$ cat src/rtl/dac_spi_ctrl_pkg.sv
// Shared types and constants for the DAC SPI responder.
package dac_pkg;

  localparam int unsigned FRAME_W = 16;
  localparam int unsigned CMD_W   = 4;
  localparam int unsigned BIT_W   = $clog2(FRAME_W);

  localparam logic [CMD_W-1:0] DAC_CMD = 4'b0011;

  typedef enum logic [2:0] {
    IDLE,
    SETUP,
    SHIFT,
    CS_HIGH,
    ACK
  } dac_state_t;

endpackage

$ cat src/rtl/dac_spi_ctrl_if.sv
// Filter-to-DAC conversion request/acknowledge handshake.
interface dac_spi_ctrl_if #(
  parameter int unsigned IN_W = 16
);

  logic            dac_conv_req;
  logic [IN_W-1:0] filt_data;
  logic            dac_conv_ack;

  modport master (
    output dac_conv_req,
    output filt_data,
    input  dac_conv_ack
  );

  modport slave (
    input  dac_conv_req,
    input  filt_data,
    output dac_conv_ack
  );

endinterface

$ cat src/rtl/dac_spi_ctrl_tick_gen.sv
// SCLK half-period divider: one-cycle enable every CLK_DIV clocks, restarted by i_clr.
module spi_tick_gen #(
  parameter int unsigned CLK_DIV = 4
) (
  input  logic clk,
  input  logic reset,
  input  logic i_clr,
  output logic o_half_tick_c
);

  localparam int unsigned CNT_W = (CLK_DIV > 1) ? $clog2(CLK_DIV) : 1;
  localparam logic [CNT_W-1:0] LOAD_VAL = CNT_W'(CLK_DIV - 1);
  // After a clear the count reads 0, then reloads; the tick lands on the last cycle of each period
  localparam logic [CNT_W-1:0] TICK_VAL = (CLK_DIV > 1) ? CNT_W'(1) : CNT_W'(0);

  logic [CNT_W-1:0] r_cnt;

  always_ff @(posedge clk) begin
    if (reset || i_clr) begin
      r_cnt <= '0;
    end else if (r_cnt == '0) begin
      r_cnt <= LOAD_VAL;
    end else begin
      r_cnt <= r_cnt - CNT_W'(1);
    end
  end

  assign o_half_tick_c = (r_cnt == TICK_VAL);

endmodule

$ cat src/rtl/dac_spi_ctrl.sv
// DAC SPI responder: latches filter output, converts to offset binary, shifts a 16-bit frame.
// Optional rounding with saturation when DAC_ROUND_EN is defined; truncation otherwise.
module dac_spi_ctrl
  import dac_pkg::*;
#(
  parameter int unsigned IN_W    = 16,
  parameter int unsigned DAC_W   = 12,
  parameter int unsigned CLK_DIV = 4
) (
  input  logic               clk,
  input  logic               reset,
  dac_spi_ctrl_if.slave      bus,
  output logic               dac_cs_n,
  output logic               dac_sclk,
  output logic               dac_mosi
);

  localparam int unsigned SHIFT_AMT = IN_W - DAC_W;
  localparam logic [DAC_W-1:0] SIGN_FLIP = {1'b1, {(DAC_W-1){1'b0}}};

  dac_state_t         r_state;
  dac_state_t         w_state_nxt;
  logic [FRAME_W-1:0] r_shift;
  logic [FRAME_W-1:0] w_shift_nxt;
  logic [BIT_W-1:0]   r_bit_cnt;
  logic [BIT_W-1:0]   w_bit_cnt_nxt;
  logic               r_cs_n;
  logic               w_cs_n_nxt;
  logic               r_sclk;
  logic               w_sclk_nxt;
  logic               r_mosi;
  logic               w_mosi_nxt;
  logic               r_ack;
  logic               w_ack_nxt;

  logic               w_tick;
  logic               w_last_bit;
  logic [IN_W-1:0]    w_src;
  logic [DAC_W-1:0]   w_code;
  logic [FRAME_W-1:0] w_frame;

  spi_tick_gen #(
    .CLK_DIV (CLK_DIV)
  ) u_tick (
    .clk           (clk),
    .reset         (reset),
    .i_clr         (r_state == IDLE),
    .o_half_tick_c (w_tick)
  );

`ifdef DAC_ROUND_EN
  localparam logic [IN_W:0] RND_VAL = (IN_W+1)'(1) << (SHIFT_AMT - 1);
  logic [IN_W:0] w_sum;
  logic          w_ovf;

  // Adding a positive constant can only overflow towards +max
  assign w_sum = {bus.filt_data[IN_W-1], bus.filt_data} + RND_VAL;
  assign w_ovf = w_sum[IN_W] ^ w_sum[IN_W-1];
  assign w_src = w_ovf ? {1'b0, {(IN_W-1){1'b1}}} : w_sum[IN_W-1:0];
`else
  assign w_src = bus.filt_data;
`endif

  assign w_code     = DAC_W'(w_src >> SHIFT_AMT) ^ SIGN_FLIP;
  assign w_frame    = {DAC_CMD, w_code};
  assign w_last_bit = (r_bit_cnt == BIT_W'(FRAME_W - 1));

  // State register
  always_ff @(posedge clk) begin
    if (reset) begin
      r_state <= IDLE;
    end else begin
      r_state <= w_state_nxt;
    end
  end

  // Next-state logic
  always_comb begin
    w_state_nxt = r_state;
    unique case (r_state)
      IDLE:    if (bus.dac_conv_req) w_state_nxt = SETUP;
      SETUP:   if (w_tick) w_state_nxt = SHIFT;
      SHIFT:   if (w_tick && !r_sclk && w_last_bit) w_state_nxt = CS_HIGH;
      CS_HIGH: if (w_tick) w_state_nxt = ACK;
      ACK:     w_state_nxt = IDLE;
      default: w_state_nxt = IDLE;
    endcase
  end

  // Output/datapath next values; outputs are registered below
  always_comb begin
    w_shift_nxt   = r_shift;
    w_bit_cnt_nxt = r_bit_cnt;
    w_cs_n_nxt    = r_cs_n;
    w_sclk_nxt    = r_sclk;
    w_mosi_nxt    = r_mosi;
    w_ack_nxt     = 1'b0;
    unique case (r_state)
      IDLE: begin
        if (bus.dac_conv_req) begin
          w_shift_nxt   = w_frame;
          w_bit_cnt_nxt = '0;
          w_cs_n_nxt    = 1'b0;
          w_mosi_nxt    = w_frame[FRAME_W-1];
        end
      end
      SETUP: begin
        if (w_tick) w_sclk_nxt = 1'b1;
      end
      SHIFT: begin
        if (w_tick) begin
          if (r_sclk) begin
            w_sclk_nxt = 1'b0;
            if (!w_last_bit) begin
              w_shift_nxt = {r_shift[FRAME_W-2:0], 1'b0};
              w_mosi_nxt  = r_shift[FRAME_W-2];
            end
          end else if (w_last_bit) begin
            w_cs_n_nxt = 1'b1;
          end else begin
            w_sclk_nxt    = 1'b1;
            w_bit_cnt_nxt = r_bit_cnt + BIT_W'(1);
          end
        end
      end
      CS_HIGH: begin
        if (w_tick) w_ack_nxt = 1'b1;
      end
      ACK: begin
        w_mosi_nxt = 1'b0;
      end
      default: begin
        w_cs_n_nxt = 1'b1;
        w_sclk_nxt = 1'b0;
        w_mosi_nxt = 1'b0;
      end
    endcase
  end

  always_ff @(posedge clk) begin
    if (reset) begin
      r_shift   <= '0;
      r_bit_cnt <= '0;
      r_cs_n    <= 1'b1;
      r_sclk    <= 1'b0;
      r_mosi    <= 1'b0;
      r_ack     <= 1'b0;
    end else begin
      r_shift   <= w_shift_nxt;
      r_bit_cnt <= w_bit_cnt_nxt;
      r_cs_n    <= w_cs_n_nxt;
      r_sclk    <= w_sclk_nxt;
      r_mosi    <= w_mosi_nxt;
      r_ack     <= w_ack_nxt;
    end
  end

  assign dac_cs_n         = r_cs_n;
  assign dac_sclk         = r_sclk;
  assign dac_mosi         = r_mosi;
  assign bus.dac_conv_ack = r_ack;

endmodule
$ cat src/flat_wrapper.sv
// flat-port wrapper written by rule: the top's interface ports become plain ports
module dac_spi_ctrl_flat import dac_pkg::*;
#(
  parameter int unsigned IN_W    = 16,
  parameter int unsigned DAC_W   = 12,
  parameter int unsigned CLK_DIV = 4
)
  (clk, reset, dac_cs_n, dac_sclk, dac_mosi, bus_dac_conv_req, bus_filt_data, bus_dac_conv_ack);
  dac_spi_ctrl_if #(.IN_W(IN_W)) bus_i ();
  input  logic clk;
  input  logic reset;
  output logic dac_cs_n;
  output logic dac_sclk;
  output logic dac_mosi;
  input wire logic [$bits(bus_i.dac_conv_req)-1:0] bus_dac_conv_req;
  input wire logic [$bits(bus_i.filt_data)-1:0] bus_filt_data;
  output wire logic [$bits(bus_i.dac_conv_ack)-1:0] bus_dac_conv_ack;
  assign bus_i.dac_conv_req = bus_dac_conv_req;
  assign bus_i.filt_data = bus_filt_data;
  assign bus_dac_conv_ack = bus_i.dac_conv_ack;
  dac_spi_ctrl #(.IN_W(IN_W), .DAC_W(DAC_W), .CLK_DIV(CLK_DIV)) u_core (.clk(clk), .reset(reset), .bus(bus_i), .dac_cs_n(dac_cs_n), .dac_sclk(dac_sclk), .dac_mosi(dac_mosi));
endmodule
$ cat config.mk
export PLATFORM = sky130hd
export DESIGN_NAME = dac_spi_ctrl_flat
export DESIGN_NICKNAME = d
export VERILOG_FILES = /design/src/rtl/dac_spi_ctrl_pkg.sv /design/src/rtl/dac_spi_ctrl_if.sv /design/src/rtl/dac_spi_ctrl_tick_gen.sv /design/src/rtl/dac_spi_ctrl.sv /design/src/flat_wrapper.sv
export SDC_FILE = /design/constraint.sdc
export NUM_CORES = 1
export LEC_CHECK = 0
export CELL_PAD_IN_SITES_DETAIL_PLACEMENT = 0
export CELL_PAD_IN_SITES_GLOBAL_PLACEMENT = 1
export CORE_MARGIN = 1
export CORE_UTILIZATION = 45
export CTS_CLUSTER_DIAMETER = 60
export DETAILED_ROUTE_END_ITERATION = 8
export DONT_BUFFER_PORTS = 1
export PLACE_DENSITY = 0.78
export SLEW_MARGIN = 10
export SYNTH_ARGS = -nofsm -noshare
export SYNTH_HDL_FRONTEND = slang
export SYNTH_HIERARCHICAL = 1
export SYNTH_SLANG_ARGS = --single-unit
export TNS_END_PERCENT = 20
$ cat constraint.sdc
create_clock -name clk -period 4.3 [get_ports clk]
set_input_delay 0.86 -clock clk [delete_from_list [all_inputs] [get_ports clk]]
set_output_delay 0.86 -clock clk [all_outputs]
set_load 0.01 [all_outputs]
---- Yosys cells after proc, flatten, opt, wreduce, memory -nomap -nowiden ----
Index checks and enable logic that the tools add are counted.
operators by class
  add/subtract/negate cells ............... 2
  equal/unequal tests ..................... 15
  mux-type cells .......................... 31
  bitwise operators ....................... 5
  reductions and logical operators ........ 17
operators by type and width
  operator             number
  $mux 15              4
  $pmux 15 s2          1
  $reduce_and 5->1     4
  $mux 4               4
  $mux 1               12
  $mux 3               4
  $ne 2x1->1 const B   6
  $pmux 3 s4           1
  $pmux 1 s3           3
  $pmux 4 s2           1
  $eq 3x2->1 const B   2
  $ne 2x2->1 const B   3
  $reduce_or 3->1      2
  $not 1->1            5
  $add 4x1->4 const B  1
  $eq 4x4->1 const B   1
  $reduce_and 4->1     1
  $reduce_or 2->1      2
  $eq 3x1->1 const B   1
  $eq 3x3->1 const B   1
  $logic_not 3->1      1
  $reduce_and 3->1     1
  $eq 2x1->1 const B   1
  $logic_and 1x1->1    2
  6 further kinds      6
storage, ports and cells
  register bits after elaboration ......... 28
  input port bits ......................... 19
  output and inout bits ................... 4
  word-level logic and storage cells ...... 78

---- Logic depth before layout (Yosys ltp) ----
Gate-level depths: netlist of run 1.
  depth after elaboration ................. 5
  gate-level depth with buffers ........... 7

---- Hierarchy ----
Netlist of run 1, hierarchy kept.
modules (own cells, without submodules)
  module        times used  cells an instance  area each (um2)
  dac_spi_ctrl  1           151                1362.6
  spi_tick_gen  1           9                  88.8

---- Worst setup path before layout of run 1 ----
Ideal clock, no wire load.
  kind .................................... input to register
  start point ............................. input port bus_dac_conv_req
  end point ............................... register u_core.r_shift[4]
  arrival time ............................ 1.721 ns
  data required time ...................... 4.157 ns
  path slack .............................. 2.436 ns
  stages on the path ...................... 6
  buffers on the path ..................... 2
  cell sequence ........................... nor2b_1 > buf_2 > a31o_2 > buf_2 > a21oi_1 > a211oi_2
on the way
  cells in the longest elaborated chain, start to end .. 2
ends and longest elaborated chain
  element                            line                 source
  start: declaration                 flat_wrapper.sv:15   input wire logic [$bits(bus_i.dac_conv_req)-1:0] bus_dac_conv_req;
  $ne 2x2->1 (no source line)        n/a
  $reduce_and 5->1 (no source line)  n/a
  end signal: assignment             dac_spi_ctrl.sv:149  r_shift <= w_shift_nxt;
  end: declaration                   dac_spi_ctrl.sv:23   logic [FRAME_W-1:0] r_shift;
Every way passes these cells.
A chain may end at the register's enable or synchronous reset.

---- Final worst setup path of run 1 ----
  start point ............................. input port bus_dac_conv_req
  end point ............................... register u_core.r_shift[2]
The elaborated chain is that of the path after synthesis.

==> results of run 1 <==
layout make-up:
cell class	instances	area share
clock buffer	3	0.01518
clock inverter	1	0.02024
inverter	7	0.01771
multi-input combinational	113	0.5320
sequential	28	0.3777
tap	44	0.03710
worst max path at each step:
stage                                      endpoint  slack [ns]  cells after the start
floorplan            u_core/r_shift[4]$_SDFFE_PP0P_        2.44                      6
global placement     u_core/r_shift[1]$_SDFFE_PP0P_        1.69                      4
detailed placement   u_core/r_shift[1]$_SDFFE_PP0P_        1.66                      4
CTS                  u_core/r_shift[1]$_SDFFE_PP0P_        2.04                      4
global route        u_core/r_shift[10]$_SDFFE_PP0P_        1.85                      4
finish               u_core/r_shift[2]$_SDFFE_PP0P_        2.03                      4
worst max-delay path, delay by kind of cell:
kind / cells / cell delay [ns]
AO/OA/AOI/OAI: 2 / 0.28
AND/OR/NAND/NOR: 2 / 1.30
metrics by stage:
stage          worst slack, ns  cells
6_report                 2.027    196
5_1_grt                  1.847    196
4_1_cts                  2.043    196
3_5_place_dp             1.663    192
3_3_place_gp             1.690    192
2_1_floorplan            2.436    160
registers in the layout (all words and copies together) (netlist names):
register                 flops
u_core/bus.dac_conv_ack      1
u_core/dac_cs_n              1
u_core/dac_mosi              1
u_core/dac_sclk              1
u_core/r_bit_cnt             4
u_core/r_shift              15
u_core/r_state               3
u_core/u_tick/r_cnt          2
synthesized netlist by cell type (3+ instances only):
| library cell | number | area share |
|---|---|---|
| nand2_1 | 7 | 0.018 |
| nor3_1 | 6 | 0.021 |
| a211oi_2 | 10 | 0.086 |
| inv_1 | 7 | 0.018 |
| nand3_1 | 7 | 0.024 |
| and3_1 | 3 | 0.013 |
| o21ai_0 | 4 | 0.014 |
| o211ai_1 | 4 | 0.021 |
| dfxtp_1 | 28 | 0.39 |
| nor2_1 | 10 | 0.026 |
| a21oi_1 | 19 | 0.066 |
| buf_2 | 6 | 0.021 |
| a31oi_1 | 4 | 0.017 |
| mux2i_1 | 12 | 0.083 |
| nor2b_1 | 3 | 0.013 |
| clkbuf_1 | 3 | 0.0078 |
| ha_1 | 3 | 0.026 |
per-layer routing:
layer  routed length (um)  part of all wire  global-route usage  up-vias
met5                    0                 0                   0        -
met4                   24            0.0083             0.06803        0
met2                 1391              0.48              0.2955       16
met3                   90             0.031             0.02198        2
met1                 1383              0.48              0.2376      527
li1                     -                 -                   -      565
cells by family (layout without fill, tap and decap cells):
logic type | after synthesis | in the layout | synth area share
flops | 28 | 28 | 0.3862
simple gates | 47 | 47 | 0.1733
fa+ha+maj | 3 | 3 | 0.02586
compound gates | 50 | 50 | 0.2560
xor+xnor | 1 | 1 | 0.006036
buf+inv | 19 | 11 | 0.06983
mux | 12 | 12 | 0.08276
power breakdown:
group | internal (mW) | switching [mW]
Sequential | 0.277 | 0.0147
Combinational | 0.0293 | 0.0422
Clock | 0.0942 | 0.0764
Total | 0.400 | 0.133
==> out/qor.yml, run 1 <==
timing.critical_path.required_ns: 4.47
synthDistinctLibCells: 38
reg2regPathDepth: 4
drt_first_iter_violations: 46
final_area_um2: 1484
period_needed_ns: 2.273
grt_first_pass_wirelength_um: 4740
core.rowCount: 20
status: "completed"
ys_seq_area_frac: 0.3862
die_x_um: 58.79
ir_drop_mv: 0.2412
crit_path_max_incr_delay_ns: 0.87
start_kind: "input pin"
wl_per_cell_um: 14.74
crit_type: "input pin to flop"
root_buffer: "clkbuf_4"
regToRegSetupSlack_ns: 2.06
fin_worst_skew_ns: 0.01989
viasPerCell: 5.663
antenna_found_initial: 0
wl_um: 2889
post_cts_resized: 0
netlist_area_um2: 1451
die_y_um: 58.79
postCtsSetupBuffers: 0
grt_start_max_net_pins: 28
drive_above_1_share: 0.1250
fmax_mhz: 440.0
layout_commonest_cell: "dfxtp_1"
cp-startpoint: "bus_dac_conv_req"
grt_overflow_total: 0
area_growth_pct: 2.241
synth_edf_count: 0
numCtsBuffers: 3
ioPinCount: 23
hpwl_um: 1989
end_kind: "flop"
synth_cells: 160
max_cap_viol_count: 0
crit_chain: "nor2b_1 -> a31oi_1 -> nor2_1 -> a211oi_2"
grt.total_usage: 0.1786
drv_slew: 0
cts_sinks: 28
avgSynthCellArea_um2: 9.071
fin_crit_sh: 0.5285
utilization: 0.4861
r2r-end: "u_core/r_shift[2]$_SDFFE_PP0P_"
hold_violations: 0
clk_pin_slew_worst_paths_ns: 0.16
crit_path_max_fanout: 11
vias: 1110
nNetsFinal: 175
clk_path_buf_depth: 2
cellPowerDensity_nw_per_um2: 359.4
hp-start: "u_core/r_shift[0]$_SDFFE_PP0P_"
holdBufCountCts: 0
power.leakage_nw: 0.5020
worstHoldPathType: "flop to flop"
grt_pass1_vias: 1060
die_area_um2: 3456
globalplace.congestion: 0.8416
antenna_cells: 0
holdPathStages: 2
drc_errors: 0
async_reset_ff_frac: 0
ctsHtreeMaxLevel: 1
insertion_delay_ns: 0.33
synth-seq-cells: 28
cts_tree: "yes"
p_total_mw: 0.5333
regArea_um2: 560.5
ys.flop_type: "dfxtp_1"
firstDrtPassIters: 4
core-area_um2: 3053
rr_startpoint: "u_core/r_state[1]$_SDFFE_PP0P_"
detailed_place.area_um2: 1431
ant_nets: 0
hold_slack_ns: 0.4873
multi_input_area_um2: 789.5
worstPathArrival_ns: 2.44
port_buffers: 0
syn_nets: 182
tightestPinTransition_ns: 1.107
yosysWarnings: 6
start_util: 0.4754
fill_cells: 313
holdPathEnd: "u_core/r_shift[0]$_SDFFE_PP0P_"
setup_violations: 0
crit_path_top_delay_cell: "nor2_1"
layout_common_cells: "dfxtp_1, a21oi_1, mux2i_1"
fin_tns_setup_ns: 0
rsz0062_at_grt: "no"
relSlewSlack: 0.2592
(Power assumes the default switching activity.)
==> inputs of run 2 (changes only) <==
==> constraint.sdc (replaced) <==
create_clock -name clk -period 2.1 [get_ports clk]
set_input_delay 0.42 -clock clk [delete_from_list [all_inputs] [get_ports clk]]
set_output_delay 0.42 -clock clk [all_outputs]
set_load 0.01 [all_outputs]
==> out/qor.yml, run 2 (synthesis gave the netlist of run 1 again) <==
core.rowCount: 20  # unchanged
rsz0062_at_grt: "no"
grt.total_usage: 0.1844  # +0.005859
antenna_found_initial: 0  # unchanged
cp_top_family: "simple AND/OR/NAND/NOR gates"
power.switching_mw: 0.2711  # +100%
r2r-end: "u_core/r_shift[14]$_SDFFE_PP0P_"
final_area_um2: 1577  # +6.2%
firstDrtPassIters: 4  # unchanged
layout_common_cells: "dfxtp_1, a21oi_1, buf_4, mux2i_1, a211oi_2"
ir_drop_mv: 0.3690  # +53%
grt_first_pass_wirelength_um: 4899  # +3.4%
relSlewSlack: 0.5347  # +0.2756
drive_above_1_share: 0.1951  # +0.07012
port_buffers: 0  # unchanged
max_cap_viol_count: 0  # unchanged
vias: 1194  # +7.6%
setup_violations: 0  # unchanged
core-area_um2: 3053  # unchanged
antenna_cells: 0  # unchanged
crit_path_top_delay_cell: "nor2_2"
grt_overflow_total: 0  # unchanged
cts_sinks: 28  # unchanged
hp-start: "reset"
largest_reg_flops: 15  # unchanged
cellPowerDensity_nw_per_um2: 701.7  # +95%
hold_violations: 0  # unchanged
drv_slew: 0  # unchanged
clockPowerShare: 0.310  # -0.010
drt_first_iter_violations: 34  # -26%
status: "completed"
critPathBufInv: 0  # unchanged
start_util: 0.4754  # unchanged
fin_ws_ns: 0.4090  # -1.618 ns
die_area_um2: 3456  # unchanged
nNetsFinal: 187  # +6.9%
place_ws_ns: 0.1120  # -1.551 ns
root_buffer: "clkbuf_4"
area_growth_pct: 8.621
holdPathStages: 1  # -1
holdBufCountCts: 0  # unchanged
regMostFlops: "u_core/r_shift"
wl_per_cell_um: 14.16  # -3.9%
end_kind: "flop"
fin_crit_sh: 0.8053
ant_nets: 0  # unchanged
insertion_delay_ns: 0.32  # about the same
tightestPinTransition_ns: 0.6971  # -0.4100 ns
swShare: 0.2450  # -0.004862
fmax_mhz: 591.4
fin_worst_skew_ns: 0.008568  # -0.01132 ns
rr_startpoint: "u_core/r_bit_cnt[0]$_SDFFE_PP0P_"
power_frac_seq: 0.528  # -0.018
cts_tree: "yes"
grt_start_max_net_pins: 28  # unchanged
start_kind: "flop"
globalplace.congestion: 0.7968  # -5.3%
hpwl_um: 2086  # +4.9%
wl_um: 2946  # +2.0%
hold_slack_ns: 0.1430  # -0.3443 ns
grt_pass1_vias: 1104  # +4.2%
p_int_mw: 0.8352  # +110%
crit_type: "flop to flop"
p_comb_frac: 0.161  # +0.027
regToRegSetupSlack_ns: 0.41  # -1.65 ns
die_x_um: 58.79  # unchanged
power.leakage_nw: 0.5628  # +12%
timing.critical_path.required_ns: 2.29  # -2.18 ns
crit_chain: "ha_1 -> nand3_1 -> a31oi_1 -> nor2_2 -> o32ai_1"
ioPinCount: 23  # unchanged
die_y_um: 58.79  # unchanged
viasPerCell: 5.740  # +1.4%
clk_path_buf_depth: 2  # unchanged
numCtsBuffers: 3  # unchanged
worstPathArrival_ns: 1.89  # -0.55 ns
largestRegisters: "u_core/r_shift: 15 flops, u_core/r_bit_cnt: 4 flops, u_core/r_state: 3 flops"
crit_cells: 5  # +1
postCtsSetupBuffers: 0  # unchanged
reg2regPathDepth: 5  # +1
crit_path_max_incr_delay_ns: 0.56  # -0.31 ns
detailed_place.area_um2: 1521  # +6.3%
clk_pin_slew_worst_paths_ns: 0.15  # about the same
holdPathEnd: "u_core/r_shift[4]$_SDFFE_PP0P_"
crit_path_max_fanout: 11  # unchanged
fin_tns_setup_ns: 0  # unchanged
layout_commonest_cell: "dfxtp_1"
period_needed_ns: 1.691
drc_errors: 0  # unchanged
worstHoldPathType: "input pin to flop"
ctsHtreeMaxLevel: 1  # unchanged
[run 2: worst max-delay path by stage]
stage	startpoint	to	slack, ns
final	u_core/r_bit_cnt[0]$_SDFFE_PP0P_	u_core/r_shift[14]$_SDFFE_PP0P_	0.41
after global routing	u_core/r_bit_cnt[0]$_SDFFE_PP0P_	u_core/r_shift[14]$_SDFFE_PP0P_	0.29
after CTS	u_core/r_bit_cnt[0]$_SDFFE_PP0P_	u_core/r_shift[5]$_SDFFE_PP0P_	0.09
after detailed placement	u_core/r_bit_cnt[0]$_SDFFE_PP0P_	u_core/r_shift[5]$_SDFFE_PP0P_	0.11
after global placement	u_core/r_bit_cnt[0]$_SDFFE_PP0P_	u_core/r_shift[1]$_SDFFE_PP0P_	0.12
after floorplan	u_core/u_tick/r_cnt[1]$_SDFF_PP0_	u_core/r_shift[4]$_SDFFE_PP0P_	0.53
[run 2: repair_timing]
action                                  4_1_cts  5_1_grt
gates resized for setup                       0        1
hold endpoints to repair                      0        0
endpoints found under the setup margin        0       11
[run 2: power by group through the flow]
stage	sequential, mW	clock (mW)	combinational [mW]
after detailed placement	0.596	0	0.176
after floorplan	0.595	0	0.146
after CTS	0.585	0.363	0.178
after global routing	0.589	0.379	0.196
final	0.585	0.343	0.178
after global placement	0.595	0	0.172
[run 2: through the flow]
stage	instances	utilization	total power [mW]
floorplan	160	-	0.7410
global placement	204	0.4984	0.7672
detailed placement	204	0.4984	0.7721
CTS	208	0.5156	1.126
global route	208	0.5164	1.164
finish	208	0.5164	1.106
[run 2: layout make-up]
type / instances / area, um^2
flip-flops and latches: 28 / 560.5
well taps: 44 / 55.05
clock buffers: 3 / 22.52
inverters: 7 / 26.28
repair buffers: 12 / 90.09
multi-input cells: 113 / 792.0
fillers: 316 / 1476
clock inverters: 1 / 30.03
[run 2: layer usage]
layer	global-route usage	up-vias	routed length [um]
met5	0	-	0
met4	0.07143	0	36
met3	0.02637	4	121
met2	0.3149	20	1476
met1	0.2342	580	1312
li1	-	590	-
[run 2: worst reg2reg max path, delay by kind of cell, from the launching register on]
family | cells | cell delay (ns)
simple gates | 2 | 0.68
flops | 1 | 0.37
compound gates | 2 | 0.28
fa+ha+maj | 1 | 0.25
==> RTL edit 1 (settings of run 1) <==
The option `DAC_ROUND_EN` is turned on by a define.
--- a/src/rtl/dac_spi_ctrl.sv
+++ b/src/rtl/dac_spi_ctrl.sv
@@ -2,2 +2,4 @@
 // Optional rounding with saturation when DAC_ROUND_EN is defined; truncation otherwise.
+`define DAC_ROUND_EN
+
 module dac_spi_ctrl
Check against the original RTL: same outputs for any inputs over 10 cycles, from zero or initial values and one cycle with reset high; that may be too few to reach the edited logic, so the function may still have changed.
==> RTL edit 1 against run 1 <==
- area after synthesis rose by 18%
- setup slack got worse by 0.39 ns
- design area rose by 15%
- power rose by 3.0%
- via count rose by 33%
- wire length rose by 32%
- final cell count rose by 21%
- sequential cell count did not move
- count of clock-buffer cells in the layout rose by 1
- critical path type unchanged
- largest power group unchanged
==> RTL edit 1: results (changes against run 1) <==
| Metric | Value |
|---|---|
| Hold slack | `0.479 ns (-0.00855 ns)` |
| Worst skew pair latency | `0.27 ns (-0.06 ns)` |
| Crit path DAT | `2.84 ns (+0.40 ns)` |
| Routed met2 length | `1920 um (+38%)` |
| Sequential-to-total area share from yosys stat | `32.9% (-5.8 points)` |
| Synth Area in Compound Gates | `26.6% (+0.96 points)` |
| Reg-to-reg slack, setup | `2.31 ns (+0.25 ns)` |
| Hpwl dp | `2760 um (+39%)` |
| Largest net degree at the start of global routing | `23 (-18%)` |
| Largest stage delay on the critical path | `0.35 ns (-0.52 ns)` |
| Hold_sp | `u_core/r_shift[11]` |
| Cell variety after synth | `53 (+39%)` |
| Origin of the worst setup path | `bus_filt_data[3]` |
| Inst Count DP | `234 (+22%)` |
| Commonest cells in the netlist | `28 x dfxtp_1, 15 x nand3_1, 13 x o21ai_0` |
| Crit-path leading delay family | `compound AO/OA/AOI/OAI gates` |
| Slowest stage cell, crit path | `nor4_1` |
| Tightest Pin Transition | `0.955 ns (-0.152 ns)` |
| Number of global-route vias before repair | `1440 (+36%)` |
| Static Leakage | `0.574 nW (+14%)` |
| Hold Path End | `u_core/r_shift[11]` |
| Routed WL | `3820 um (+32%)` |
| Fin nets | `215 (+23%)` |
| Worst setup path end | `u_core/r_shift[8]` |
| Outcome | `completed` |
[RTL edit 1: power breakdown]
group / switching (mW) / internal, mW
combinational: 0.0590 / 0.0372
clock: 0.0784 / 0.0819
sequential: 0.0149 / 0.278
[RTL edit 1: cell type report]
| type | instances | share of cell area (%) |
|---|---|---|
| multi-input combinational | 149 | 58.6 |
| sequential | 28 | 32.7 |
| tap | 48 | 3.51 |
| clock buffer | 4 | 3.22 |
| inverter | 9 | 1.97 |
[RTL edit 1: per-layer routing]
metal	vias to the layer above	global-route usage (%)
li1	745	-
met1	702	23.7
met2	29	37.0
met3	2	2.36
met4	0	5.11
met5	-	0
[RTL edit 1: metrics by stage]
step | setup slack [ns] | cell area, um2
4_1_cts | 1.65 | 1710
2_1_floorplan | 1.63 | 1710
3_5_place_dp | 1.35 | 1660
6_report | 1.64 | 1710
5_1_grt | 1.49 | 1710
3_3_place_gp | 1.41 | 1660
==> RTL edit 2 (flow settings as in run 1) <==
Without the edit above. Reset style: asynchronous (`reset`), changed in 2 clocked blocks.
--- a/src/rtl/dac_spi_ctrl.sv
+++ b/src/rtl/dac_spi_ctrl.sv
@@ -68,3 +68,3 @@
   // State register
-  always_ff @(posedge clk) begin
+  always_ff @(posedge clk or posedge reset) begin
     if (reset) begin
@@ -139,3 +139,3 @@
 
-  always_ff @(posedge clk) begin
+  always_ff @(posedge clk or posedge reset) begin
     if (reset) begin
Formal check against the unedited RTL: differs if reset is asserted again (counterexample within 4 cycles, from zero or initial values and one cycle with reset high); with reset held inactive, the same outputs for 10 cycles.
==> RTL edit 2 against run 1 <==
- wire length down 7.8%
- first-iteration DRC count up 33%
- global-route usage down 0.66 points
- setup slack worse by 0.020 ns
- critical path type is now reg -> reg
- critical endpoint is now u_core/r_shift[6]
- register-to-register slack worse by 0.05 ns
- fmax down 0.89%
- design area down 3.0%
- largest cell class is now flip-flops and latches
- sequential cell count unchanged
- sequential share of layout area up 10 points
- area after synthesis down 4.5%
Power is not compared: it rests on default switching activity, and its combinational part moved more than twofold at a synthesized area within 25%.
==> RTL edit 2: results (changes against run 1) <==
| Metric | Value |
|---|---|
| Inverters | `8 (+1)` |
| Layout cells sized above 1 | `6.72% (-5.8 points)` |
| Post-synthesis mux area share | `0% (-8.3 points)` |
| Synth Area in Compound Gates | `23.0% (-2.6 points)` |
| Global-route wire length before repair | `4470 um (-5.7%)` |
| Crit path DAT | `2.52 ns (+0.08 ns)` |
| Largest net degree at the start of global routing | `27 (-3.6%)` |
| Area grow syn2layout | `3.79%` |
| Register area | `692 um2 (+23%)` |
| Reg-to-reg slack, setup | `2.01 ns (-0.05 ns)` |
| Flip-flop and latch count | `28 (unchanged)` |
| Tightest Pin Transition | `0.987 ns (-0.120 ns)` |
| Post-Synth XOR/XNOR Area | `0.632% (+0.028 points)` |
| Hold Path End | `u_core/r_shift[13]` |
| Clk_skew | `0.00596 ns (-0.0139 ns)` |
| Adder-cell area share of the yosys netlist | `2.71% (+0.12 points)` |
| Slowest stage cell, crit path | `nor3_1` |
| Syn nets | `158 (-13%)` |
| # port buffers | `0 (unchanged)` |
| Cell Count, Final, Fillers Out | `165 (-16%)` |
| Commonest cells in the netlist | `25 x dfrtp_1, 12 x and3_1, 11 x o21ai_0` |
| Worst setup path end | `u_core/r_shift[6]` |
| Avg Cell Area, Syn | `10.2 um2 (+12%)` |
| Fillers | `260 (-17%)` |
| GR Util All Layers | `17.2% (-0.66 points)` |
| Post-Place Worst Slack | `1.76 ns (+0.0927 ns)` |
| Clk slew on worst S/H paths | `0.15 ns` |
| Hpwl dp | `1870 um (-5.9%)` |
| Via density | `6.37 (+12%)` |
| Starting DRT DRC Count | `61 (+33%)` |
| Final GP Congestion | `0.786 (-6.6%)` |
| Hold_sp | `u_core/r_shift[12]` |
| Largest stage delay on the critical path | `0.77 ns (-0.10 ns)` |
| Htree depth | `1 (unchanged)` |
| Origin of the worst setup path | `u_core/r_state[1]` |
| Asr flop ratio synth | `92.9% (+93 points)` |
| Crit-path leading delay family | `simple AND/OR/NAND/NOR gates` |
| Root buf cell | `clkbuf_4` |
| Synth area leaders | `dfrtp_1 45%, a221o_1 7.2%, and3_1 5.4%` |
| Sequential-to-total area share from yosys stat | `49.9% (+11 points)` |
| Cell variety after synth | `40 (+5.3%)` |
| Hold slack | `0.508 ns (+0.0205 ns)` |
| Multi-input gates | `94 (-17%)` |
| Routed WL | `2660 um (-7.8%)` |
| Outcome | `completed` |
| Number of global-route vias before repair | `980 (-7.5%)` |
| Worst Hold Depth | `1 (-1)` |
| Clk cell area share | `3.65% (+0.11 points)` |
| Die X | `57.5 um (-2.2%)` |
| Primary FF master, synth | `dfrtp_1` |
-- RTL edit 2: cell count changes in the layout (fill, tap and decap cells not counted), moves of 7 or more --
| cell | change |
|---|---|
| mux2i_1 | -12 |
| and3_1 | +9 |
| dfrtp_1 | +25 |
| dfxtp_1 | -26 |
| a21oi_1 | -14 |
| o21ai_0 | +7 |
| a211oi_2 | -10 |
| a221o_1 | +10 |
-- RTL edit 2: where the power goes --
| part | switching, mW | internal (mW) | leakage (nW) |
|---|---|---|---|
| Combinational | 0.214 | 0.170 | 0.285 |
| Clock | 0.0759 | 0.0943 | 0.0279 |
| Sequential | 0.105 | 0.372 | 0.335 |
| Total | 0.396 | 0.636 | 0.647 |
-- RTL edit 2: per-layer routing --
layer | GRT usage [%] | wire length (um)
met1 | 24.3 | 1270
met2 | 27.1 | 1210
met3 | 3.63 | 164
met4 | 4.18 | 19
met5 | 0 | 0
